==> src/rtl/axi4_mem_window_if.sv <==
`default_nettype none
// ==== axi4_mem_window_if : AXI4 AW/W/B/AR/R bundle for the window bridge -- rev 1.0 ====
interface axi4_mem_window_if #(
  parameter int ID_W   = 4,
  parameter int ADDR_W = 32,
  parameter int DATA_W = 64
);
  logic              aw_valid, aw_ready;
  logic [ID_W-1:0]   aw_id;
  logic [ADDR_W-1:0] aw_addr;
  logic [7:0]        aw_len;
  logic [2:0]        aw_size;
  logic [1:0]        aw_burst;
  logic              w_valid, w_ready, w_last;
  logic [DATA_W-1:0] w_data;
  logic [DATA_W/8-1:0] w_strb;
  logic              b_valid, b_ready;
  logic [ID_W-1:0]   b_id;
  logic [1:0]        b_resp;
  logic              ar_valid, ar_ready;
  logic [ID_W-1:0]   ar_id;
  logic [ADDR_W-1:0] ar_addr;
  logic [7:0]        ar_len;
  logic [2:0]        ar_size;
  logic [1:0]        ar_burst;
  logic              r_valid, r_ready, r_last;
  logic [ID_W-1:0]   r_id;
  logic [DATA_W-1:0] r_data;
  logic [1:0]        r_resp;

  modport master (
    output aw_valid, aw_id, aw_addr, aw_len, aw_size, aw_burst, input aw_ready,
    output w_valid, w_data, w_strb, w_last, input w_ready,
    input  b_valid, b_id, b_resp, output b_ready,
    output ar_valid, ar_id, ar_addr, ar_len, ar_size, ar_burst, input ar_ready,
    input  r_valid, r_id, r_data, r_resp, r_last, output r_ready
  );

  modport slave (
    input  aw_valid, aw_id, aw_addr, aw_len, aw_size, aw_burst, output aw_ready,
    input  w_valid, w_data, w_strb, w_last, output w_ready,
    output b_valid, b_id, b_resp, input b_ready,
    input  ar_valid, ar_id, ar_addr, ar_len, ar_size, ar_burst, output ar_ready,
    output r_valid, r_id, r_data, r_resp, r_last, input r_ready
  );
endinterface
`default_nettype wire

==> src/rtl/axi4_mem_window.sv <==
`default_nettype none
// ==== axi4_mem_window : range-checked AXI4 address window, DECERR outside -- rev 1.0 ====
module axi4_mem_window #(
  parameter int                ADDR_W       = 32,
  parameter logic [ADDR_W-1:0] BASE_ADDR    = 32'h8000_0000,
  parameter int                WINDOW_BYTES = 131072,
  parameter int                ID_W         = 4,
  parameter int                DATA_W       = 64
) (
  input  wire               clk,
  input  wire               rst,
  axi4_mem_window_if.slave  s,
  axi4_mem_window_if.master m,
  output logic [15:0]       err_count
);
  localparam logic [32:0] C_BASE33   = {{(33-ADDR_W){1'b0}}, BASE_ADDR};
  localparam logic [32:0] C_WIN33    = 33'(WINDOW_BYTES);
  localparam logic [2:0]  C_MAX_SIZE = 3'($clog2(DATA_W/8));

  localparam logic [2:0] W_IDLE = 3'd0, W_AW_ISSUE = 3'd1, W_PASS = 3'd2,
                         W_B_WAIT = 3'd3, W_ERR_W = 3'd4, W_ERR_B = 3'd5;
  localparam logic [1:0] R_IDLE = 2'd0, R_AR_ISSUE = 2'd1, R_PASS = 2'd2, R_ERR = 2'd3;

  // Footprint check in 33 bits so the top of the address space cannot wrap into the window.
  function automatic logic legal_f(input logic [ADDR_W-1:0] addr, input logic [7:0] len,
                                   input logic [2:0] size, input logic [1:0] burst);
    logic [32:0] bytes, start;
    bytes = (burst == 2'b00) ? (33'd1 << size) : (({25'd0, len} + 33'd1) << size);
    start = {{(33-ADDR_W){1'b0}}, addr};
    if (burst == 2'b10) start = start & ~(bytes - 33'd1);
    return (start >= C_BASE33) && ((start - C_BASE33 + bytes) <= C_WIN33) &&
           (size <= C_MAX_SIZE) && (burst != 2'b11);
  endfunction

  logic [2:0]        r_wstate, w_wnext;
  logic [1:0]        r_rstate, w_rnext;
  logic [ID_W-1:0]   r_aw_id, r_ar_id;
  logic [ADDR_W-1:0] r_aw_addr, r_ar_addr;
  logic [7:0]        r_aw_len, r_ar_len, r_beat_cnt;
  logic [2:0]        r_aw_size, r_ar_size;
  logic [1:0]        r_aw_burst, r_ar_burst;
  logic              w_aw_hs, w_ar_hs, w_werr_done, w_rerr_done;
  logic [16:0]       w_err_sum;

  assign w_aw_hs = s.aw_valid && s.aw_ready;
  assign w_ar_hs = s.ar_valid && s.ar_ready;

  // ---------------- write channel ----------------
  always_ff @(posedge clk) begin
    if (rst) r_wstate <= W_IDLE;
    else     r_wstate <= w_wnext;
  end

  always_comb begin
    w_wnext = r_wstate;
    case (r_wstate)
      W_IDLE:     if (w_aw_hs) w_wnext = legal_f(s.aw_addr, s.aw_len, s.aw_size, s.aw_burst)
                                         ? W_AW_ISSUE : W_ERR_W;
      W_AW_ISSUE: if (m.aw_ready) w_wnext = W_PASS;
      W_PASS:     if (s.w_valid && m.w_ready && s.w_last) w_wnext = W_B_WAIT;
      W_B_WAIT:   if (m.b_valid && s.b_ready) w_wnext = W_IDLE;
      W_ERR_W:    if (s.w_valid && s.w_last) w_wnext = W_ERR_B;
      W_ERR_B:    if (s.b_ready) w_wnext = W_IDLE;
      default:    w_wnext = W_IDLE;
    endcase
  end

  always_comb begin
    s.aw_ready = 1'b0;
    m.aw_valid = 1'b0;
    m.w_valid  = 1'b0;
    s.w_ready  = 1'b0;
    s.b_valid  = 1'b0;
    s.b_id     = r_aw_id;
    s.b_resp   = 2'b11;
    m.b_ready  = 1'b0;
    case (r_wstate)
      W_IDLE:     s.aw_ready = !rst;
      W_AW_ISSUE: m.aw_valid = 1'b1;
      W_PASS: begin
        m.w_valid = s.w_valid;
        s.w_ready = m.w_ready && !rst;
      end
      W_B_WAIT: begin
        s.b_valid = m.b_valid;
        s.b_id    = m.b_id;
        s.b_resp  = m.b_resp;
        m.b_ready = s.b_ready;
      end
      W_ERR_W:    s.w_ready = !rst;
      W_ERR_B:    s.b_valid = 1'b1;
      default:    ;
    endcase
  end

  always_ff @(posedge clk) begin
    if (w_aw_hs) begin
      r_aw_id    <= s.aw_id;
      r_aw_addr  <= s.aw_addr - BASE_ADDR;
      r_aw_len   <= s.aw_len;
      r_aw_size  <= s.aw_size;
      r_aw_burst <= s.aw_burst;
    end
  end

  assign m.aw_id    = r_aw_id;
  assign m.aw_addr  = r_aw_addr;
  assign m.aw_len   = r_aw_len;
  assign m.aw_size  = r_aw_size;
  assign m.aw_burst = r_aw_burst;
  assign m.w_data   = s.w_data;
  assign m.w_strb   = s.w_strb;
  assign m.w_last   = s.w_last;

  // ---------------- read channel ----------------
  always_ff @(posedge clk) begin
    if (rst) r_rstate <= R_IDLE;
    else     r_rstate <= w_rnext;
  end

  always_comb begin
    w_rnext = r_rstate;
    case (r_rstate)
      R_IDLE:     if (w_ar_hs) w_rnext = legal_f(s.ar_addr, s.ar_len, s.ar_size, s.ar_burst)
                                         ? R_AR_ISSUE : R_ERR;
      R_AR_ISSUE: if (m.ar_ready) w_rnext = R_PASS;
      R_PASS:     if (m.r_valid && s.r_ready && m.r_last) w_rnext = R_IDLE;
      R_ERR:      if (s.r_ready && (r_beat_cnt == 8'd0)) w_rnext = R_IDLE;
      default:    w_rnext = R_IDLE;
    endcase
  end

  always_comb begin
    s.ar_ready = 1'b0;
    m.ar_valid = 1'b0;
    s.r_valid  = 1'b0;
    s.r_id     = r_ar_id;
    s.r_data   = '0;
    s.r_resp   = 2'b11;
    s.r_last   = (r_beat_cnt == 8'd0);
    m.r_ready  = 1'b0;
    case (r_rstate)
      R_IDLE:     s.ar_ready = !rst;
      R_AR_ISSUE: m.ar_valid = 1'b1;
      R_PASS: begin
        s.r_valid = m.r_valid;
        s.r_id    = m.r_id;
        s.r_data  = m.r_data;
        s.r_resp  = m.r_resp;
        s.r_last  = m.r_last;
        m.r_ready = s.r_ready;
      end
      R_ERR:      s.r_valid = 1'b1;
      default:    ;
    endcase
  end

  always_ff @(posedge clk) begin
    if (w_ar_hs) begin
      r_ar_id    <= s.ar_id;
      r_ar_addr  <= s.ar_addr - BASE_ADDR;
      r_ar_len   <= s.ar_len;
      r_ar_size  <= s.ar_size;
      r_ar_burst <= s.ar_burst;
      r_beat_cnt <= s.ar_len;
    end else if (r_rstate == R_ERR && s.r_ready) begin
      r_beat_cnt <= r_beat_cnt - 8'd1;
    end
  end

  assign m.ar_id    = r_ar_id;
  assign m.ar_addr  = r_ar_addr;
  assign m.ar_len   = r_ar_len;
  assign m.ar_size  = r_ar_size;
  assign m.ar_burst = r_ar_burst;

  // ---------------- error counter ----------------
  assign w_werr_done = (r_wstate == W_ERR_B) && s.b_ready;
  assign w_rerr_done = (r_rstate == R_ERR) && s.r_ready && (r_beat_cnt == 8'd0);
  assign w_err_sum   = {1'b0, err_count} + {16'd0, w_werr_done} + {16'd0, w_rerr_done};

  always_ff @(posedge clk) begin
    if (rst)               err_count <= 16'd0;
    else if (w_err_sum[16]) err_count <= 16'hFFFF;
    else                   err_count <= w_err_sum[15:0];
  end
endmodule
`default_nettype wire

==> src/flat_wrapper.sv <==
// flat-port wrapper written by rule: the top's interface ports become plain ports
module axi4_mem_window_flat 
#(
  parameter int                ADDR_W       = 32,
  parameter logic [ADDR_W-1:0] BASE_ADDR    = 32'h8000_0000,
  parameter int                WINDOW_BYTES = 131072,
  parameter int                ID_W         = 4,
  parameter int                DATA_W       = 64
)
  (clk, rst, err_count, s_aw_valid, s_aw_id, s_aw_addr, s_aw_len, s_aw_size, s_aw_burst, s_aw_ready, s_w_valid, s_w_data, s_w_strb, s_w_last, s_w_ready, s_b_valid, s_b_id, s_b_resp, s_b_ready, s_ar_valid, s_ar_id, s_ar_addr, s_ar_len, s_ar_size, s_ar_burst, s_ar_ready, s_r_valid, s_r_id, s_r_data, s_r_resp, s_r_last, s_r_ready, m_aw_valid, m_aw_id, m_aw_addr, m_aw_len, m_aw_size, m_aw_burst, m_aw_ready, m_w_valid, m_w_data, m_w_strb, m_w_last, m_w_ready, m_b_valid, m_b_id, m_b_resp, m_b_ready, m_ar_valid, m_ar_id, m_ar_addr, m_ar_len, m_ar_size, m_ar_burst, m_ar_ready, m_r_valid, m_r_id, m_r_data, m_r_resp, m_r_last, m_r_ready);
  axi4_mem_window_if #(.ID_W(ID_W), .ADDR_W(ADDR_W), .DATA_W(DATA_W)) s_i ();
  axi4_mem_window_if #(.ID_W(ID_W), .ADDR_W(ADDR_W), .DATA_W(DATA_W)) m_i ();
  input  wire clk;
  input  wire rst;
  output logic [15:0] err_count;
  input wire logic [$bits(s_i.aw_valid)-1:0] s_aw_valid;
  input wire logic [$bits(s_i.aw_id)-1:0] s_aw_id;
  input wire logic [$bits(s_i.aw_addr)-1:0] s_aw_addr;
  input wire logic [$bits(s_i.aw_len)-1:0] s_aw_len;
  input wire logic [$bits(s_i.aw_size)-1:0] s_aw_size;
  input wire logic [$bits(s_i.aw_burst)-1:0] s_aw_burst;
  output wire logic [$bits(s_i.aw_ready)-1:0] s_aw_ready;
  input wire logic [$bits(s_i.w_valid)-1:0] s_w_valid;
  input wire logic [$bits(s_i.w_data)-1:0] s_w_data;
  input wire logic [$bits(s_i.w_strb)-1:0] s_w_strb;
  input wire logic [$bits(s_i.w_last)-1:0] s_w_last;
  output wire logic [$bits(s_i.w_ready)-1:0] s_w_ready;
  output wire logic [$bits(s_i.b_valid)-1:0] s_b_valid;
  output wire logic [$bits(s_i.b_id)-1:0] s_b_id;
  output wire logic [$bits(s_i.b_resp)-1:0] s_b_resp;
  input wire logic [$bits(s_i.b_ready)-1:0] s_b_ready;
  input wire logic [$bits(s_i.ar_valid)-1:0] s_ar_valid;
  input wire logic [$bits(s_i.ar_id)-1:0] s_ar_id;
  input wire logic [$bits(s_i.ar_addr)-1:0] s_ar_addr;
  input wire logic [$bits(s_i.ar_len)-1:0] s_ar_len;
  input wire logic [$bits(s_i.ar_size)-1:0] s_ar_size;
  input wire logic [$bits(s_i.ar_burst)-1:0] s_ar_burst;
  output wire logic [$bits(s_i.ar_ready)-1:0] s_ar_ready;
  output wire logic [$bits(s_i.r_valid)-1:0] s_r_valid;
  output wire logic [$bits(s_i.r_id)-1:0] s_r_id;
  output wire logic [$bits(s_i.r_data)-1:0] s_r_data;
  output wire logic [$bits(s_i.r_resp)-1:0] s_r_resp;
  output wire logic [$bits(s_i.r_last)-1:0] s_r_last;
  input wire logic [$bits(s_i.r_ready)-1:0] s_r_ready;
  output wire logic [$bits(m_i.aw_valid)-1:0] m_aw_valid;
  output wire logic [$bits(m_i.aw_id)-1:0] m_aw_id;
  output wire logic [$bits(m_i.aw_addr)-1:0] m_aw_addr;
  output wire logic [$bits(m_i.aw_len)-1:0] m_aw_len;
  output wire logic [$bits(m_i.aw_size)-1:0] m_aw_size;
  output wire logic [$bits(m_i.aw_burst)-1:0] m_aw_burst;
  input wire logic [$bits(m_i.aw_ready)-1:0] m_aw_ready;
  output wire logic [$bits(m_i.w_valid)-1:0] m_w_valid;
  output wire logic [$bits(m_i.w_data)-1:0] m_w_data;
  output wire logic [$bits(m_i.w_strb)-1:0] m_w_strb;
  output wire logic [$bits(m_i.w_last)-1:0] m_w_last;
  input wire logic [$bits(m_i.w_ready)-1:0] m_w_ready;
  input wire logic [$bits(m_i.b_valid)-1:0] m_b_valid;
  input wire logic [$bits(m_i.b_id)-1:0] m_b_id;
  input wire logic [$bits(m_i.b_resp)-1:0] m_b_resp;
  output wire logic [$bits(m_i.b_ready)-1:0] m_b_ready;
  output wire logic [$bits(m_i.ar_valid)-1:0] m_ar_valid;
  output wire logic [$bits(m_i.ar_id)-1:0] m_ar_id;
  output wire logic [$bits(m_i.ar_addr)-1:0] m_ar_addr;
  output wire logic [$bits(m_i.ar_len)-1:0] m_ar_len;
  output wire logic [$bits(m_i.ar_size)-1:0] m_ar_size;
  output wire logic [$bits(m_i.ar_burst)-1:0] m_ar_burst;
  input wire logic [$bits(m_i.ar_ready)-1:0] m_ar_ready;
  input wire logic [$bits(m_i.r_valid)-1:0] m_r_valid;
  input wire logic [$bits(m_i.r_id)-1:0] m_r_id;
  input wire logic [$bits(m_i.r_data)-1:0] m_r_data;
  input wire logic [$bits(m_i.r_resp)-1:0] m_r_resp;
  input wire logic [$bits(m_i.r_last)-1:0] m_r_last;
  output wire logic [$bits(m_i.r_ready)-1:0] m_r_ready;
  assign s_i.aw_valid = s_aw_valid;
  assign s_i.aw_id = s_aw_id;
  assign s_i.aw_addr = s_aw_addr;
  assign s_i.aw_len = s_aw_len;
  assign s_i.aw_size = s_aw_size;
  assign s_i.aw_burst = s_aw_burst;
  assign s_aw_ready = s_i.aw_ready;
  assign s_i.w_valid = s_w_valid;
  assign s_i.w_data = s_w_data;
  assign s_i.w_strb = s_w_strb;
  assign s_i.w_last = s_w_last;
  assign s_w_ready = s_i.w_ready;
  assign s_b_valid = s_i.b_valid;
  assign s_b_id = s_i.b_id;
  assign s_b_resp = s_i.b_resp;
  assign s_i.b_ready = s_b_ready;
  assign s_i.ar_valid = s_ar_valid;
  assign s_i.ar_id = s_ar_id;
  assign s_i.ar_addr = s_ar_addr;
  assign s_i.ar_len = s_ar_len;
  assign s_i.ar_size = s_ar_size;
  assign s_i.ar_burst = s_ar_burst;
  assign s_ar_ready = s_i.ar_ready;
  assign s_r_valid = s_i.r_valid;
  assign s_r_id = s_i.r_id;
  assign s_r_data = s_i.r_data;
  assign s_r_resp = s_i.r_resp;
  assign s_r_last = s_i.r_last;
  assign s_i.r_ready = s_r_ready;
  assign m_aw_valid = m_i.aw_valid;
  assign m_aw_id = m_i.aw_id;
  assign m_aw_addr = m_i.aw_addr;
  assign m_aw_len = m_i.aw_len;
  assign m_aw_size = m_i.aw_size;
  assign m_aw_burst = m_i.aw_burst;
  assign m_i.aw_ready = m_aw_ready;
  assign m_w_valid = m_i.w_valid;
  assign m_w_data = m_i.w_data;
  assign m_w_strb = m_i.w_strb;
  assign m_w_last = m_i.w_last;
  assign m_i.w_ready = m_w_ready;
  assign m_i.b_valid = m_b_valid;
  assign m_i.b_id = m_b_id;
  assign m_i.b_resp = m_b_resp;
  assign m_b_ready = m_i.b_ready;
  assign m_ar_valid = m_i.ar_valid;
  assign m_ar_id = m_i.ar_id;
  assign m_ar_addr = m_i.ar_addr;
  assign m_ar_len = m_i.ar_len;
  assign m_ar_size = m_i.ar_size;
  assign m_ar_burst = m_i.ar_burst;
  assign m_i.ar_ready = m_ar_ready;
  assign m_i.r_valid = m_r_valid;
  assign m_i.r_id = m_r_id;
  assign m_i.r_data = m_r_data;
  assign m_i.r_resp = m_r_resp;
  assign m_i.r_last = m_r_last;
  assign m_r_ready = m_i.r_ready;
  axi4_mem_window #(.ADDR_W(ADDR_W), .BASE_ADDR(BASE_ADDR), .WINDOW_BYTES(WINDOW_BYTES), .ID_W(ID_W), .DATA_W(DATA_W)) u_core (.clk(clk), .rst(rst), .s(s_i), .m(m_i), .err_count(err_count));
endmodule
==> config.mk <==
export PLATFORM = sky130hd
export DESIGN_NAME = axi4_mem_window_flat
export DESIGN_NICKNAME = d
export VERILOG_FILES = /design/src/rtl/axi4_mem_window_if.sv /design/src/rtl/axi4_mem_window.sv /design/src/flat_wrapper.sv
export SDC_FILE = /design/constraint.sdc
export NUM_CORES = 1
export LEC_CHECK = 0
export CORE_AREA = 5 5 206 208
export DETAILED_ROUTE_END_ITERATION = 10
export DIE_AREA = 0 0 211 213
export GPL_ROUTABILITY_DRIVEN = 0
export PLACE_DENSITY = 0.55
export SETUP_SLACK_MARGIN = 0.4
export SYNTH_ARGS = -nofsm -noshare
export SYNTH_HDL_FRONTEND = slang
export SYNTH_SLANG_ARGS = --single-unit
==> constraint.sdc <==
create_clock -name clk -period 9.6 [get_ports clk]
set_input_delay 2.4 -clock clk [delete_from_list [all_inputs] [get_ports clk]]
set_output_delay 2.4 -clock clk [all_outputs]
set_load 0.01 [all_outputs]
* After elaboration in Yosys (flattened, before gate mapping)
Cells that the tools add are included.
** Word-level totals
- Register bits :: 127
- Input port bits :: 260
- Output and inout bits :: 274
** Operators by class
- Add/subtract/negate cells :: 13
- $lt $le $gt $ge :: 6
- Equality and inequality tests :: 22
- Shifts and indexed selects :: 4
- Muxes and demuxes :: 41
- Bitwise gates (word level) :: 4
- Reductions and logical operators :: 28
** Operators by type and width (count)
- $mux W33 :: 8
- $add A33 B33 Y33 :: 2
- $and A32 B33 Y33 :: 2
- $ge A33 B32 Y1 const B :: 2
- $le A33 B18 Y1 const B :: 2
- $not A33 Y33 :: 2
- $shl A1 B3 Y33 const A :: 2
- $shl A33 B3 Y33 :: 2
- $sub A33 B1 Y33 const B :: 2
- $sub A33 B32 Y33 const B :: 2
- $mux W64 :: 1
- $sub A32 B32 Y32 const B :: 2
- $mux W3 :: 7
- $logic_and A1 B1 Y1 :: 19
- $add A8 B1 Y9 const B :: 2
- $pmux W3 S6 :: 1
- $add A16 B1 Y17 :: 1
- $add A17 B1 Y17 :: 1
- $mux W16 :: 1
- $mux W8 :: 2
- $mux W2 :: 7
- $ne A2 B1 Y1 const B :: 7
- $ne A2 B2 Y1 const B :: 5
- $eq A2 B2 Y1 const B :: 4
- other kinds (17) :: 32

* Logic depth before layout (Yosys ltp)
- Depth after elaboration :: 18
- Gate-level depth with buffers :: 27
- Mapped depth without buffers :: 26

* Worst setup path before layout
OpenSTA, ideal clock, no wires.
- Path type :: input-to-reg
- From :: in s_aw_len[0]
- To :: reg u_core.r_wstate[2]
- Setup time :: 0.115 ns
- Arrival :: 7.509 ns
- Data required time :: 9.485 ns
- Slack :: 1.976 ns
- Stages on the path :: 26
- Buffers on the path :: 2
- Cell sequence :: ha_1 buf_2 nand3_2 o21a_1 o211ai_1 o31a_1 a22oi_1 o32ai_2 and3_1 xnor2_1 o21a_1 ha_1 ha_1 clkbuf_1 and3_1 and3_1 o221ai_1 a311o_1 a21oi_1 and2_1 nand3_1 nor4b_1 mux2i_1 a211oi_1 nand4b_1 a31o_1
** Between the ends
- Cells in the longest elaborated chain, start to end :: 18
** Ends and longest elaborated chain
- from (decl) :: RTL line flat_wrapper.sv:19 : input wire logic [$bits(s_i.aw_len)-1:0] s_aw_len;
- $add A8 B1 Y9 * :: RTL line axi4_mem_window.sv:28 : bytes = (burst == 2'b00) ? (33'd1 << size) : (({25'd0, len} + 33'd1) << size);
- $shl A33 B3 Y33 * :: RTL line axi4_mem_window.sv:28
- $mux W33 * :: RTL line axi4_mem_window.sv:28
- $sub A33 B1 Y33 :: RTL line axi4_mem_window.sv:30 : if (burst == 2'b10) start = start & ~(bytes - 33'd1);
- $not A33 Y33 :: RTL line axi4_mem_window.sv:30
- $and A32 B33 Y33 :: RTL line axi4_mem_window.sv:30
- $mux W33 :: RTL line axi4_mem_window.sv:30
- $mux W33 :: RTL line axi4_mem_window.sv:57 : W_IDLE: if (w_aw_hs) w_wnext = legal_f(s.aw_addr, s.aw_len, s.aw_size, s.aw_burst)
- $mux W33 :: RTL line axi4_mem_window.sv:56 : case (r_wstate)
- $sub A33 B32 Y33 :: RTL line axi4_mem_window.sv:31 : return (start >= C_BASE33) && ((start - C_BASE33 + bytes) <= C_WIN33) &&
- $add A33 B33 Y33 :: RTL line axi4_mem_window.sv:31
- $le A33 B18 Y1 :: RTL line axi4_mem_window.sv:31
- $logic_and A1 B1 Y1 * (2 in a row) :: RTL line axi4_mem_window.sv:31
- $logic_and A1 B1 Y1 * :: RTL line axi4_mem_window.sv:32 : (size <= C_MAX_SIZE) && (burst != 2'b11);
- $mux W3 * :: RTL line axi4_mem_window.sv:58 : ? W_AW_ISSUE : W_ERR_W;
- $mux W3 * :: RTL line axi4_mem_window.sv:57
- $pmux W3 S6 * :: RTL line axi4_mem_window.sv:56
- to (signal assigned) :: RTL line axi4_mem_window.sv:51 : else r_wstate <= w_wnext;
- to (decl) :: RTL line axi4_mem_window.sv:35 : logic [2:0] r_wstate, w_wnext;
Mark *: on every way between the ends. The rest lies on a longest branch, timed or not. The select of a mux whose other input is x is not followed.
A chain may end at the register's enable or synchronous reset.

* Worst setup path in the final report
Ends and elaborated chain as after synthesis.

==> metrics.txt <==
status complete, no violations; Starting Density 28.0%; Slew @ Worst Pin 0.907 ns; maximum clock path buffer count 2; post-CTS setup buffers 0; synthesized area 11,300 um^2; total core area 40,400 um^2; Worst Path Arrival about 9 ns; Largest stage delay, worst path 0.61 ns; syn avg cell area 8.83 um^2; Post-synth ARST share 0%; IO Count 534; clk root buf clkbuf_16; total wire length roughly 44,000 um; CP bufs+invs 1; Leak Pwr 5.79 nW; fmax 117 MHz; clock sinks 127; Max-Cap Viols 0; die height 213 um; Synth area leader edfxtp_1; distinct cell type count after synthesis 97; post-CTS sizing 0; Max Transition Viols Final 0; worst endpoint required time 9.95 ns; syn nets approximately 1,600; NumNets Final 1,905; later-pin clock latency in the skew report 0.46 ns; RSZ-0062 raised after global routing false; Post-Layout Cell Count 2,120; main flop type after synthesis edfxtp_1; placed insts around 2,100; Layout area overhead 39.3%; Clock Skews 0.0143 ns; Seq/Total Area, Yosys 31.9%; endpoint class of the critical path flop; CP Max Fanout 9; number of synthesized flops with an enable pin around 110; fin crit period 8.56 ns; Synth Register Bits roughly 130; Rows 74; post-DP HPWL 35,300 um; ANT nets after route 0; synth top area cells edfxtp_1 (28%), ha_1 (8.0%), buf_4 (5.3%); first-pass GRT wire length 64,800 um; Worst Setup Start Kind primary input; Post-route DRC 0; Cells after Synth 1,279; # hold bufs at CTS 0; largest net degree at the start of global routing 68; relative slew slack between 30 and 40%; share of cells above drive strength 1 5.87%; Worst Hold Class reg2reg; Via density 5.18; crit path setup slack, layout roughly 1.0 ns; I/O Buffers between 300 and 400; # setup viols final 0; gr usage total 18.7%; CTS Buf Count 17; drt wl/cell approximately 21 um; H-tree depth 4; area fraction of the dominant cell type after synthesis roughly 28%; total grt overflow 0; die area 44,900 um^2; pwr dens about 130 nW/um^2; die width 211 um; WS Path Type in2reg; vias in the first global route roughly 11,000; Tcrit/Tclk final 89.2%; Setup WS pre-CTS between 0.6 and 0.7 ns; initial antenna violation count 8; via count 11,000; DR iter-0 viols 682; Worst-path clk slew roughly 0.06 ns; Peak VDD IR 0.000134 V; drt pass-1 iters 5; Sum Neg Setup Slack 0 ns; crit path max-delay cell type clkdlybuf4s50_1; Top delay family on crit path compound AO/OA/AOI/OAI gates; TritonCTS clock tree built; synth warn 0; Hold Fails Final Rpt 0
-- state kept, by name (all words and copies together), names as in the netlist --
register and count:
u_core.m.aw_addr 32, u_core.m.aw_size 3, u_core.err_count 16, u_core.m.aw_id 4
u_core.r_rstate 2, u_core.m.aw_burst 2, u_core.m.ar_size 3, u_core.r_beat_cnt 8
u_core.m.ar_addr 32, u_core.m.ar_burst 2, u_core.m.ar_id 4, u_core.m.ar_len 8
u_core.r_wstate 3, u_core.m.aw_len 8
-- synth_stat cells, types with 10 or more instances --
library cell	instances
o21a_1	35
o31ai_1	11
a31oi_1	14
edfxtp_1	106
inv_1	51
nor2_1	84
and2_1	76
xnor2_1	36
a21oi_1	62
and3_1	21
mux2i_1	13
xor2_1	27
nand2_1	91
nor2b_1	21
a211oi_1	14
a21o_1	16
o21ai_0	59
buf_2	10
a21boi_0	10
buf_4	79
mux2_2	12
nand3_1	41
clkbuf_1	38
nor3_1	41
dfxtp_1	21
nand2b_1	19
ha_1	72
nand4_1	13
-- routing by layer --
| metal | wire [um] | vias up | global-route usage (%) |
|---|---|---|---|
| met3 | 3830 | 68 | 6.45 |
| li1 | - | 5244 | - |
| met1 | 16600 | 5162 | 20.6 |
| met2 | 21900 | 502 | 32.7 |
| met4 | 1270 | 4 | 8.20 |
| met5 | 21 | - | 0 |
-- area by class of cell --
class | instances | area, um^2
clock buffers | 17 | 425
repair buffers | 400 | 3980
inverters | 53 | 199
diodes | 5 | 12.5
well taps | 532 | 666
clock inverters | 15 | 145
multi-input cells | 971 | 6700
fillers | 4074 | 24600
flip-flops and latches | 127 | 3600
-- tightest hold or removal path, cell delays in order, from the launching register on --
cell,delay [ns]
dfxtp_1,0.34
a21oi_1,0.12
nor3_1,0.05
-- cells in the final DEF, fill, tap and decap left out, drive strengths merged, types with 7 or more instances in the layout --
cell           count
xnor2             36
a21oi             63
nand4             13
and3              21
dfxtp             21
a211oi            15
nor3b              8
xor2              27
nor2b             21
or3                9
nand3             43
a21o              16
nor4              12
clkdlybuf4s50    389
inv               53
nor3              42
o211ai            10
nand2b            19
o21ai             64
mux2i             13
nor2              86
and4               8
buf               11
mux2              12
o21a              35
and2              77
a22oi              7
o31ai             11
a31oi             16
edfxtp           106
ha                72
a21boi            12
nand2             93
clkinv            10
o22ai              7
clkbuf            17
-- path summary, 6_finish.rpt --
| kind | slack [ns] | startpoint | to | cells after the start |
|---|---|---|---|---|
| hold reg to reg | 0.55 | u_core.err_count[12]$_SDFF_PP0_ | u_core.err_count[12]$_SDFF_PP0_ | 2 |
| hold / removal | 0.55 | u_core.err_count[12]$_SDFF_PP0_ | u_core.err_count[12]$_SDFF_PP0_ | 2 |
| setup / recovery | 1.04 | s_aw_len[0] | u_core.r_wstate[2]$_SDFFE_PP0P_ | 25 |
| setup reg to reg | 6.22 | u_core.r_beat_cnt[2]$_DFFE_PP_ | u_core.err_count[0]$_SDFF_PP0_ | 10 |
-- cell families after synthesis --
| kind of cell | synth area share [%] |
|---|---|
| buffers and inverters | 8.82 |
| AOI/OAI and AO/OA | 20.6 |
| xor gates and xnor gates | 4.89 |
| DFF | 31.9 |
| and+or+nand+nor | 22.9 |
| muxes | 2.35 |
| adders and majority gates | 8.51 |
-- power by group --
group          internal, W  switching (W)  leakage [nW]
Combinational     0.000336       0.000370          4.37
Clock             0.000379       0.000273         0.274
Sequential        0.000653      0.0000255          1.15
Total              0.00137       0.000668          5.79
-- stage by stage --
stage | hold slack (ns) | power, W | utilization (%) | area [um^2]
detailed placement | 0.541 | 0.00139 | 37.5 | 15100
global placement | 0.529 | 0.00139 | 37.5 | 15100
finish | 0.555 | 0.00204 | 39.0 | 15700
global route | 0.604 | 0.00216 | 39.0 | 15700
CTS | 0.556 | 0.00207 | 38.9 | 15700
floorplan | 0.549 | 0.00110 | - | 11300
(Power assumes the default switching activity.)
